**src/rtl/vga_fb_reader.sv**
```systemverilog
// Frame-buffer read pipeline behind the 640x480 VGA timing generator.
// Realigns sync/blank with BRAM pixel data; bank swaps happen only in vsync.
module vga_fb_reader #(
  parameter int FB_W        = 320,
  parameter int FB_H        = 240,
  parameter int SCALE_SHIFT = 1,
  parameter int ADDR_W      = 17,
  parameter int PIX_W       = 12,
  parameter int MEM_LAT     = 2
) (
  input  logic              vclock,
  input  logic              reset_n,
  input  logic [9:0]        hcount,
  input  logic [9:0]        vcount,
  input  logic              hsync,
  input  logic              vsync,
  input  logic              blank,
  output logic [ADDR_W-1:0] mem_addr,
  output logic              mem_bank,
  input  logic [PIX_W-1:0]  mem_rdata,
  input  logic              swap_req,
  output logic              swap_ack,
  output logic              frame_start,
  output logic [PIX_W-1:0]  rgb,
  output logic              hsync_out,
  output logic              vsync_out,
  output logic              blank_out
);

  localparam int MW = 10 + $clog2(FB_W + 1) + 1;

  typedef struct packed {
    logic hs;
    logic vs;
    logic blank;
    logic oob;
    logic fs;
  } side_t;

  localparam side_t SIDE_RST = '{
    hs: 1'b1, vs: 1'b1, blank: 1'b1, oob: 1'b0, fs: 1'b0
  };

  typedef enum logic {
    IDLE    = 1'b0,
    PENDING = 1'b1
  } swap_state_t;

  logic [9:0]    x;
  logic [9:0]    y;
  logic [MW-1:0] lin;
  logic          oob;
  side_t         side_a;
  side_t         pipe [MEM_LAT+1];
  side_t         tail;

  swap_state_t   state_q;
  swap_state_t   state_d;
  logic          bank_d;
  logic          ack_d;
  logic          vs_prev;
  logic          v_evt;

  assign x = hcount >> SCALE_SHIFT;
  assign y = vcount >> SCALE_SHIFT;

  // full-width product so large y never wraps before truncation
  assign lin = MW'(y) * MW'(FB_W) + MW'(x);

  assign oob = (MW'(x) >= MW'(FB_W)) ||
               (MW'(y) >= MW'(FB_H));

  assign side_a = '{
    hs:    hsync,
    vs:    vsync,
    blank: blank,
    oob:   oob,
    fs:    (hcount == 10'd0) && (vcount == 10'd0)
  };

  always_ff @(posedge vclock or negedge reset_n) begin
    if (!reset_n) begin
      mem_addr <= '0;
      for (int i = 0; i <= MEM_LAT; i++) begin
        pipe[i] <= SIDE_RST;
      end
    end else begin
      mem_addr <= oob ? '0 : ADDR_W'(lin);
      pipe[0]  <= side_a;
      for (int i = 1; i <= MEM_LAT; i++) begin
        pipe[i] <= pipe[i-1];
      end
    end
  end

  assign tail = pipe[MEM_LAT];

  always_ff @(posedge vclock or negedge reset_n) begin
    if (!reset_n) begin
      rgb         <= '0;
      hsync_out   <= 1'b1;
      vsync_out   <= 1'b1;
      blank_out   <= 1'b1;
      frame_start <= 1'b0;
    end else begin
      rgb         <= (tail.blank | tail.oob) ? '0 : mem_rdata;
      hsync_out   <= tail.hs;
      vsync_out   <= tail.vs;
      blank_out   <= tail.blank;
      frame_start <= tail.fs;
    end
  end

  // V: falling edge of the raw vsync input
  assign v_evt = vs_prev & ~vsync;

  always_comb begin
    state_d = state_q;
    bank_d  = mem_bank;
    ack_d   = 1'b0;
    unique case (state_q)
      IDLE: begin
        if (v_evt && swap_req) begin
          bank_d = ~mem_bank;
          ack_d  = 1'b1;
        end else if (swap_req) begin
          state_d = PENDING;
        end
      end
      PENDING: begin
        if (v_evt) begin
          bank_d  = ~mem_bank;
          ack_d   = 1'b1;
          state_d = IDLE;
        end
      end
    endcase
  end

  always_ff @(posedge vclock or negedge reset_n) begin
    if (!reset_n) begin
      state_q  <= IDLE;
      mem_bank <= 1'b0;
      swap_ack <= 1'b0;
      vs_prev  <= 1'b1;
    end else begin
      state_q  <= state_d;
      mem_bank <= bank_d;
      swap_ack <= ack_d;
      vs_prev  <= vsync;
    end
  end

endmodule

```
**config.mk**
```make
export PLATFORM = sky130hd
export DESIGN_NAME = vga_fb_reader
export DESIGN_NICKNAME = d
export VERILOG_FILES = /design/src/rtl/vga_fb_reader.sv
export SDC_FILE = /design/constraint.sdc
export NUM_CORES = 1
export LEC_CHECK = 0
export ABC_AREA = 1
export CORE_ASPECT_RATIO = 1.4
export CORE_MARGIN = 2
export CORE_UTILIZATION = 42
export DETAILED_ROUTE_END_ITERATION = 6
export HOLD_SLACK_MARGIN = 0.08
export PLACE_DENSITY_LB_ADDON = 0.3
export SYNTH_ARGS = -nofsm -noshare
export SYNTH_HDL_FRONTEND = slang
export SYNTH_SLANG_ARGS = --single-unit
```
**constraint.sdc**
```tcl
create_clock -name vclock -period 1 [get_ports vclock]
set_input_delay 0.15 -clock vclock [delete_from_list [all_inputs] [get_ports vclock]]
set_output_delay 0.15 -clock vclock [all_outputs]
set_load 0.05 [all_outputs]
```
# Word level (Yosys, flattened, before mapping)
# Index checks and enable logic that the tools add are counted.
# classes
n_bitwise,5
div_mod_pow,0
muxes,12
shift,0
order_cmp,2
reduce_logical,6
n_mul,1
eq_ne,2
n_addsub,1
# op_table
op,count
10-bit logical NOT,2
17-bit by 9-bit adder with 17-bit output,1
17-bit two-way mux,1
12-bit two-way mux,1
"9-bit by 3-bit multiplier with 11-bit output, second input constant",1
"9-bit by 8-bit >= comparator with 1-bit output, second input constant",1
"9-bit >= comparator, second input constant",1
1-bit two-way mux,7
1-bit one-hot mux with 2 select lines,3
1-bit inverter,3
1-bit logical AND,2
"2-bit by 1-bit inequality test with 1-bit output, second input constant",1
"2-bit inequality test, second input constant",1
2-bit AND reduction,1
1-bit AND,1
1-bit logical OR,1
1-bit OR,1
# word_totals
out_inout_bits,35
mem_count,0
mem_bits_ro,0
latchBits,0
regBits,51
mem_bits_rw,0

# Depth between registers and ports, before layout
# Gate-level depths: netlist of the first run.
# depth
ltp_word,5
mapped_depth,13
mapped_depth_nobuf,13

# Worst setup path before layout of the first run
# OpenSTA, ideal clock, no wires.
# synth_timing
kind,input to register
from,input port vcount[2]
to,register mem_addr[15]
cell_stages,12
arrival_ps,1902
t_required_ps,881
path_slack_ps,-1021
path_cell_list,ha_1 > ha_1 > fa_1 > nand2_1 > inv_1 > nand4_1 > a21oi_2 > nand2_1 > nor2_1 > nand3_1 > nand2_1 > nor2_1
# synth_between
elab_chain_cells,3
word_cells_on_any_way,5
# synth_lines
item,line_no,rtl
from (decl),14,"input logic [9:0] vcount,"
9-bit by 3-bit multiplier with 11-bit output / 9-bit by 8-bit >= comparator with 1-bit output (equally long branches),"68, 71",
17-bit by 9-bit adder with 17-bit output / 1-bit logical OR (equally long branches),"68, 70",
17-bit two-way mux (*),88,mem_addr <= oob ? '0 : ADDR_W'(lin);
to (signal assigned),88,
to (decl),18,"output logic [ADDR_W-1:0] mem_addr,"
# Every way passes the cells marked *; elsewhere a longest branch is shown, timed or not.
# A chain may end at the register's enable or synchronous reset.

# Worst setup path in the final report of the first run
# layout_timing
from,input port vcount[4]
to,register mem_addr[15]
# The elaborated chain is that of the path after synthesis.

==> results.yml, run 1 <==
drt:
  vias_per_cell: 4.84
  detailedRoute.firstIterationViolations: 67
  post-route-drc-count: 0
  route.vias.total: 2047
  detail_route.wirelength_mm: 5.91
  wire_per_inst_um: 14.0
  drt_pre_antenna_iters: 4
  drt.antenna.violating_nets: 0
pwr:
  proportion_of_power_drawn_by_combinational_gates: 0.386
  clockPowerShare: 0.197
  power.sequential.fraction: 0.417
  cellLeakagePower_nw: 2.01
  power_report.internal_total_mw: 3.79
  switchingPower_mw: 1.75
  vdd.ir_drop.worst_v: 0.000847
  cellPowerDensity_mw_per_mm2: 1330
  swShare: 0.316
flow_run:
  drv_cap: 0
yosys:
  synth.net_count: 292
  yosys.area.top_type_share: 0.419
  postSynthCellCount: 235
  post_synth_instance_area_sq_mm: 0.00233
  portion_of_the_post_synthesis_area_used_by_sequential_elements: 0.554
  library_cell_occupying_the_most_area_in_the_post_synthesis_netlist: "dfrtp_1"
  ys_seq_elements: 51
  yosys_warnings: 0
  synth.top_cells.by_area: "dfrtp_1 (42%), dfstp_2 (14%), ha_1 (9.1%)"
  post_synth_num_cell_types: 30
  synth_area_per_cell_sq_um: 9.91
sta:
  grt_setup_unrepaired: "yes"
  final-setup-viol-count: 20
  final_period_minus_worst_setup_slack_ns: 1.84
  final_critical_path_setup_slack_ns: -0.840
  report.final.slew_viol_count: 0
  worst_slew_pin_slew_ns: 0.360
  clock_skew_ns: 0.00508
  final_cycle_utilization_of_the_critical_path: 1.84
  report.final.hold_viol_count: 0
  max_slew_margin: 0.760
  final.hold.worst_slack_ns: 0.190
  max_freq_mhz: 543
worst_hold_path:
  hold_path.class: "in -> reg"
cts:
  clk_path_buf_depth: 2
  path_clk_slew_ns: 0.08
  cts_tree: "done"
  worstSkewPairLatency_ns: 0.29
  cts-buffers-inserted: 5
  ctsHtreeMaxLevel: 2
  cts-root-buf: "clkbuf_8"
  clock-sinks: 51
placed_design:
  gp_congestion: 0.848
  detailed_place.area_sq_mm: 0.00381
  detailedPlacementHpwl_mm: 4.40
  placement.io_buffers: 72
global_routing:
  vias_in_the_first_global_route: 2121
  initial_antenna_violation_count: 0
  grt.total_usage: 0.200
  pin_count_of_the_biggest_net_entering_global_routing: 26
  globalRouteOverflowTotal: 0
  grt_first_pass_wirelength_mm: 9.43
floorplanning:
  design.die.area_sq_mm: 0.00617
  std_cell_rows: 32
  initial_utilization: 0.428
  pin_count: 73
  die_width_um: 66.9
  die_h_um: 92.1
  core_area_sq_mm: 0.00545
worst_setup_path:
  crit_path_start_kind: "primary input"
  max_fanout_on_critical_path: 3
  critPathKind: "in -> reg"
  cp-end-kind: "flop"
  crit_arrival_ns: 2.02
  cp.required_ns: 1.18
finish:
  antenna_cells: 0
  combined_area_of_the_multi_input_logic_cells_sq_mm: 0.00109
  fillerInstances: 341
  ratio_of_cells_with_drive_above_1_in_the_final_layout: 0.431
  design.final.nets: 411
  area.growth.synth_to_final_pct: 78.9
  ff_latch_area_sq_mm: 0.00129
  design_area_sq_mm: 0.00417
outcome:
  violations_in_the_final_reports: "setup timing"
  status: "finished with violations"
-- worst max-delay path: stages --
cell and delay [ns]:
buf_8 0.10, ha_4 0.24, ha_4 0.16, fa_2 0.55, nand2_1 0.08, inv_1 0.07
nand4_1 0.10, a21oi_2 0.21, nand2_2 0.09, nor2_2 0.10, nand3_1 0.07, nand2_1 0.06
nor2_1 0.03
-- state kept, by name, indices dropped and copies added (netlist names) --
signal       flops
mem_addr        17
pipe            14
rgb             12
blank_out        1
frame_start      1
hsync_out        1
mem_bank         1
state_q          1
swap_ack         1
vs_prev          1
vsync_out        1
-- final cells by class --
type	count	share of cell area
timing repair buffer	114	0.350
sequential	51	0.310
multi-input combinational	140	0.261
inverter	42	0.0387
tap	68	0.0204
clock buffer	6	0.0174
clock inverter	2	0.00300
-- cell families after synthesis --
logic type / share of synthesized area
DFF: 0.554
xor gates and xnor gates: 0.0145
adders and majority gates: 0.108
buffers and inverters: 0.0714
and+or+nand+nor: 0.202
AOI/OAI and AO/OA: 0.0489
-- worst paths after layout --
path / endpoint / startpoint / slack [ns] / cells past startpoint
min in group asynchronous: mem_addr[1] / reset_n / 0.30 / 2
worst max register to register: mem_bank / vs_prev / 0.02 / 4
max in group asynchronous: pipe[8] / reset_n / 0.17 / 3
worst min-delay path: pipe[10] / vcount[3] / 0.19 / 4
worst max-delay path: mem_addr[15] / vcount[4] / -0.84 / 13
worst min register to register: pipe[3] / pipe[8] / 0.35 / 0
-- cell usage after synthesis (all sizes together) --
| cell type | n |
|---|---|
| nand2 | 42 |
| inv | 41 |
| dfrtp | 39 |
| nor2 | 33 |
| ha | 17 |
| dfstp | 12 |
| nand3 | 10 |
| a21oi | 9 |
| nand4 | 7 |
| o21ai | 6 |
| nor4 | 3 |
| xnor2 | 3 |
| clkbuf | 2 |
| fa | 2 |
| nor3 | 2 |
| a21boi | 1 |
| a31o | 1 |
| and3 | 1 |
| clkinv | 1 |
| nand3b | 1 |
| o21a | 1 |
| or2 | 1 |
-- per-stage QoR --
stage / power [mW] / worst slack (ns) / instances / utilization / TNS [ns]
after floorplan: 3.23 / -0.952 / 235 / - / -5.05
after global placement: 4.16 / -1.50 / 404 / 0.700 / -16.84
after detailed placement: 4.21 / -1.58 / 404 / 0.700 / -17.59
after CTS: 5.45 / -0.784 / 417 / 0.748 / -5.39
after global routing: 5.86 / -0.982 / 423 / 0.765 / -7.20
final: 5.55 / -0.840 / 423 / 0.765 / -5.40
-- metal layers --
metal  track usage  up-vias  routed length (um)
met5             0        -                   0
met4        0.0986        0                 206
met3        0.0196       20                 252
met2         0.386       76                3470
met1         0.202      973                1980
li1              -      978                   -
-- placed cells by master (no fill, tap or decap), types with 2 or more instances in the layout --
cell type	synthesis	final
nand3_1	9	9
clkbuf_8	0	5
inv_2	1	2
buf_6	0	7
a21oi_1	8	6
buf_2	0	2
fa_2	0	2
nor2_4	3	4
nand2_1	36	33
clkinv_2	1	2
dlygate4sd2_1	0	2
ha_4	0	12
buf_12	0	38
buf_8	0	3
dfrtp_1	39	39
buf_4	0	32
dfstp_2	12	12
nand2_2	5	8
clkdlybuf4s15_2	0	4
nand4_1	7	7
clkdlybuf4s50_1	0	24
xnor2_2	1	2
a21oi_2	1	3
nor2_1	30	26
nor2_2	0	3
ha_1	17	5
nor4_1	3	3
o21ai_2	0	4
inv_1	40	38
-- timing repair --
action / 4_1_cts / 5_1_grt
cloned: 0 / 0
setup buffers: 4 / 8
endpoints found under the hold margin: 39 / 0
gates resized for setup: 63 / 19
pin swaps: 22 / 12
hold buffers: 1 / 0
setup endpoints to repair: 52 / 64
-- power groups by stage --
stage / Sequential (mW) / Combinational [mW] / Clock (mW)
after floorplan: 2.65 / 0.576 / 0
after global placement: 2.35 / 1.82 / 0
after detailed placement: 2.36 / 1.85 / 0
after CTS: 2.31 / 2.00 / 1.14
after global routing: 2.33 / 2.29 / 1.24
final: 2.31 / 2.14 / 1.09
Power figures use the tool's default switching activity.
==> run 2: changes to the inputs <==
--- a/config.mk
+++ b/config.mk
@@ -6,6 +6,7 @@
 export NUM_CORES = 1
 export LEC_CHECK = 0
 export ABC_AREA = 1
+export CAP_MARGIN = 20
 export CORE_ASPECT_RATIO = 1.4
 export CORE_MARGIN = 2
 export CORE_UTILIZATION = 42
==> results of run 2 <==
Same layout as run 1: the final DEF is identical, and so are final timing and power.
==> run 3: changes to the inputs <==
--- a/config.mk
+++ b/config.mk
@@ -6,9 +6,10 @@
 export NUM_CORES = 1
 export LEC_CHECK = 0
 export ABC_AREA = 1
+export ABC_CLOCK_PERIOD_IN_PS = 1000
 export CAP_MARGIN = 20
 export CORE_ASPECT_RATIO = 1.4
-export CORE_MARGIN = 2
+export CORE_MARGIN = 10
 export CORE_UTILIZATION = 42
 export DETAILED_ROUTE_END_ITERATION = 6
 export HOLD_SLACK_MARGIN = 0.08
==> run 3 against run 2 <==
Net effect:
- the run still ends with setup timing left
- sequential power about the same
- die area up 45%
- final cell count down 0.47%
- largest power group unchanged
- highest routed layer unchanged
==> results.yml, run 3 (synthesis results as in run 1) <==
outcome:
  status: "finished with violations"
  violations_in_the_final_reports: "setup timing"
floorplanning:
  core_area_sq_mm: 0.00545
  die_h_um: 108
  pin_count: 73
  std_cell_rows: 32
  design.die.area_sq_mm: 0.00897
  initial_utilization: 0.428
  die_width_um: 82.9
worst_hold_path:
  hold_end: "pipe[10]"
  hold_start: "vcount[1]"
  holdPathStages: 5
  hold_path.class: "in -> reg"
worst_setup_path:
  cp-end-kind: "flop"
  critPathMaxStageDelay_ns: 0.55
  critical_path.reg2reg.endpoint: "mem_bank"
  max_fanout_on_critical_path: 3
  crit_chain: "buf_8 -> ha_4 -> ha_4 -> fa_2 -> nand2_2 -> inv_2 -> nand4_1 -> a21oi_2 -> nand2_2 -> nor2_4 -> nand3_2 -> nand2_1 -> nor2_1"
  critPathKind: "in -> reg"
  crit_path_start_kind: "primary input"
  cp.required_ns: 1.19
  reg2reg_slack_ns: -0.05
  critical_path.slowest_cell: "fa_2"
  crit-reg2reg-launch: "vs_prev"
  timing.reg2reg.worst_path_depth: 4
  crit_arrival_ns: 2.01
drt:
  detail_route.wirelength_mm: 6.43
  detailedRoute.firstIterationViolations: 71
  vias_per_cell: 4.79
  route.vias.total: 2017
  post-route-drc-count: 0
  wire_per_inst_um: 15.3
  drt.antenna.violating_nets: 0
  drt_pre_antenna_iters: 4
cts:
  ctsHtreeMaxLevel: 2
  clock-sinks: 51
  cts_tree: "done"
  worstSkewPairLatency_ns: 0.29
  cts-root-buf: "clkbuf_8"
  path_clk_slew_ns: 0.08
  cts-buffers-inserted: 5
  clk_path_buf_depth: 2
global_routing:
  globalRoute.busiestLayer: "met2"
  met2_routing_resource_usage_after_global_routing: 0.277
  initial_antenna_violation_count: 0
  pin_count_of_the_biggest_net_entering_global_routing: 52
  grt_util_met3: 0.0263
  globalRouteOverflowTotal: 0
  grt_first_pass_wirelength_mm: 10.5
  grt.total_usage: 0.142
  grt_util_met1: 0.133
  vias_in_the_first_global_route: 2201
sta:
  grt_setup_unrepaired: "yes"
  max_freq_mhz: 547
  report.final.slew_viol_count: 0
  final-setup-viol-count: 26
  max_slew_margin: 0.840
  clock_skew_ns: 0.00307
  final_critical_path_setup_slack_ns: -0.827
  report.final.hold_viol_count: 0
  final_period_minus_worst_setup_slack_ns: 1.83
  worst_slew_pin_slew_ns: 0.237
  final_cycle_utilization_of_the_critical_path: 1.83
placed_design:
  gp_congestion: 0.869
  detailed_place.area_sq_mm: 0.00380
  placement.io_buffers: 72
  detailedPlacementHpwl_mm: 4.82
  dp_cells: 404
finish:
  final_cell_mix: "dfrtp_1 (39), buf_12 (37), inv_1 (36)"
  ratio_of_cells_with_drive_above_1_in_the_final_layout: 0.445
  design.final.nets: 409
  largest_register_ff_count: 17
  antenna_cells: 0
  biggestRegsByFlops: "mem_addr: 17 flops, pipe: 14 flops, rgb: 12 flops"
  layout_commonest_cell: "dfrtp_1"
  final_util: 0.767
  layoutNonFillerInstCount: 421
  area.growth.synth_to_final_pct: 79.2
  design_area_sq_mm: 0.00417
  register_bank_with_the_most_flops: "mem_addr"
pwr:
  cellLeakagePower_nw: 1.99
  fin_total_pwr_mw: 5.57
  vdd.ir_drop.worst_v: 0.000726
  cellPowerDensity_mw_per_mm2: 1330
flow_run:
  drv_cap: 0
-- run 3: changes by cell type in the layout (fill, tap and decap cells not counted), moves of 2 or more --
cell,previous run,this run
ha_1,5,3
nand3_2,1,3
ha_4,12,14
inv_1,38,36
inv_2,2,4
nand2_2,8,11
buf_6,7,5
nand2_1,33,30
nand3_1,9,7
o21ai_2,4,2
-- run 3: what timing repair did --
item / CTS / global route
endpoints found under the hold margin: 39 / 0
endpoints found under the setup margin: 55 / 54
resized for setup: 54 / 32
pin swaps: 22 / 15
buffers inserted: 4 / 5
hold buffers: 1 / 0
-- run 3: per-layer routing --
metal,share of wire,up-vias
li1,-,967
met1,0.35,951
met2,0.55,80
met3,0.045,19
met4,0.047,0
met5,0,-
-- run 3: worst max path at each step --
| stage | start | endpoint | slack [ns] | depth (start not counted) |
|---|---|---|---|---|
| floorplan | vcount[2] | mem_addr[15] | -0.95 | 12 |
| global placement | vcount[3] | mem_addr[15] | -1.50 | 12 |
| detailed placement | vcount[2] | mem_addr[15] | -1.54 | 13 |
| CTS | vcount[4] | mem_addr[15] | -0.75 | 13 |
| global route | vcount[4] | mem_addr[15] | -0.93 | 13 |
| finish | vcount[4] | mem_addr[15] | -0.83 | 13 |
-- run 3: metrics by stage --
| step | setup WS, ns | hold WS, ns | TNS, ns |
|---|---|---|---|
| 2_1_floorplan | -0.952 | -0.146 | -5.05 |
| 3_3_place_gp | -1.50 | 0.147 | -16.51 |
| 3_5_place_dp | -1.54 | 0.158 | -17.07 |
| 4_1_cts | -0.747 | 0.242 | -4.94 |
| 5_1_grt | -0.931 | 0.243 | -7.08 |
| 6_report | -0.827 | 0.231 | -5.38 |
-- run 3: power breakdown --
group | leakage [nW] | internal (mW) | switching, mW
logic | 1.31 | 1.10 | 1.07
registers | 0.641 | 2.21 | 0.101
clock network | 0.0412 | 0.489 | 0.605
total | 1.99 | 3.80 | 1.77
-- run 3: critical path: cells and delay by family --
| family | cells | cell delay, ns |
|---|---|---|
| buffers and inverters | 2 | 0.15 |
| adders and majority gates | 3 | 0.95 |
| and+or+nand+nor | 7 | 0.56 |
| AOI/OAI and AO/OA | 1 | 0.20 |
-- run 3: final cells by class --
type,instances,area [sq um]
multi-input cells,140,1130
clock buffers,6,72.6
fillers,325,1270
clock inverters,2,12.5
flip-flops and latches,51,1290
inverters,42,161
well taps,68,85.1
repair buffers,112,1420
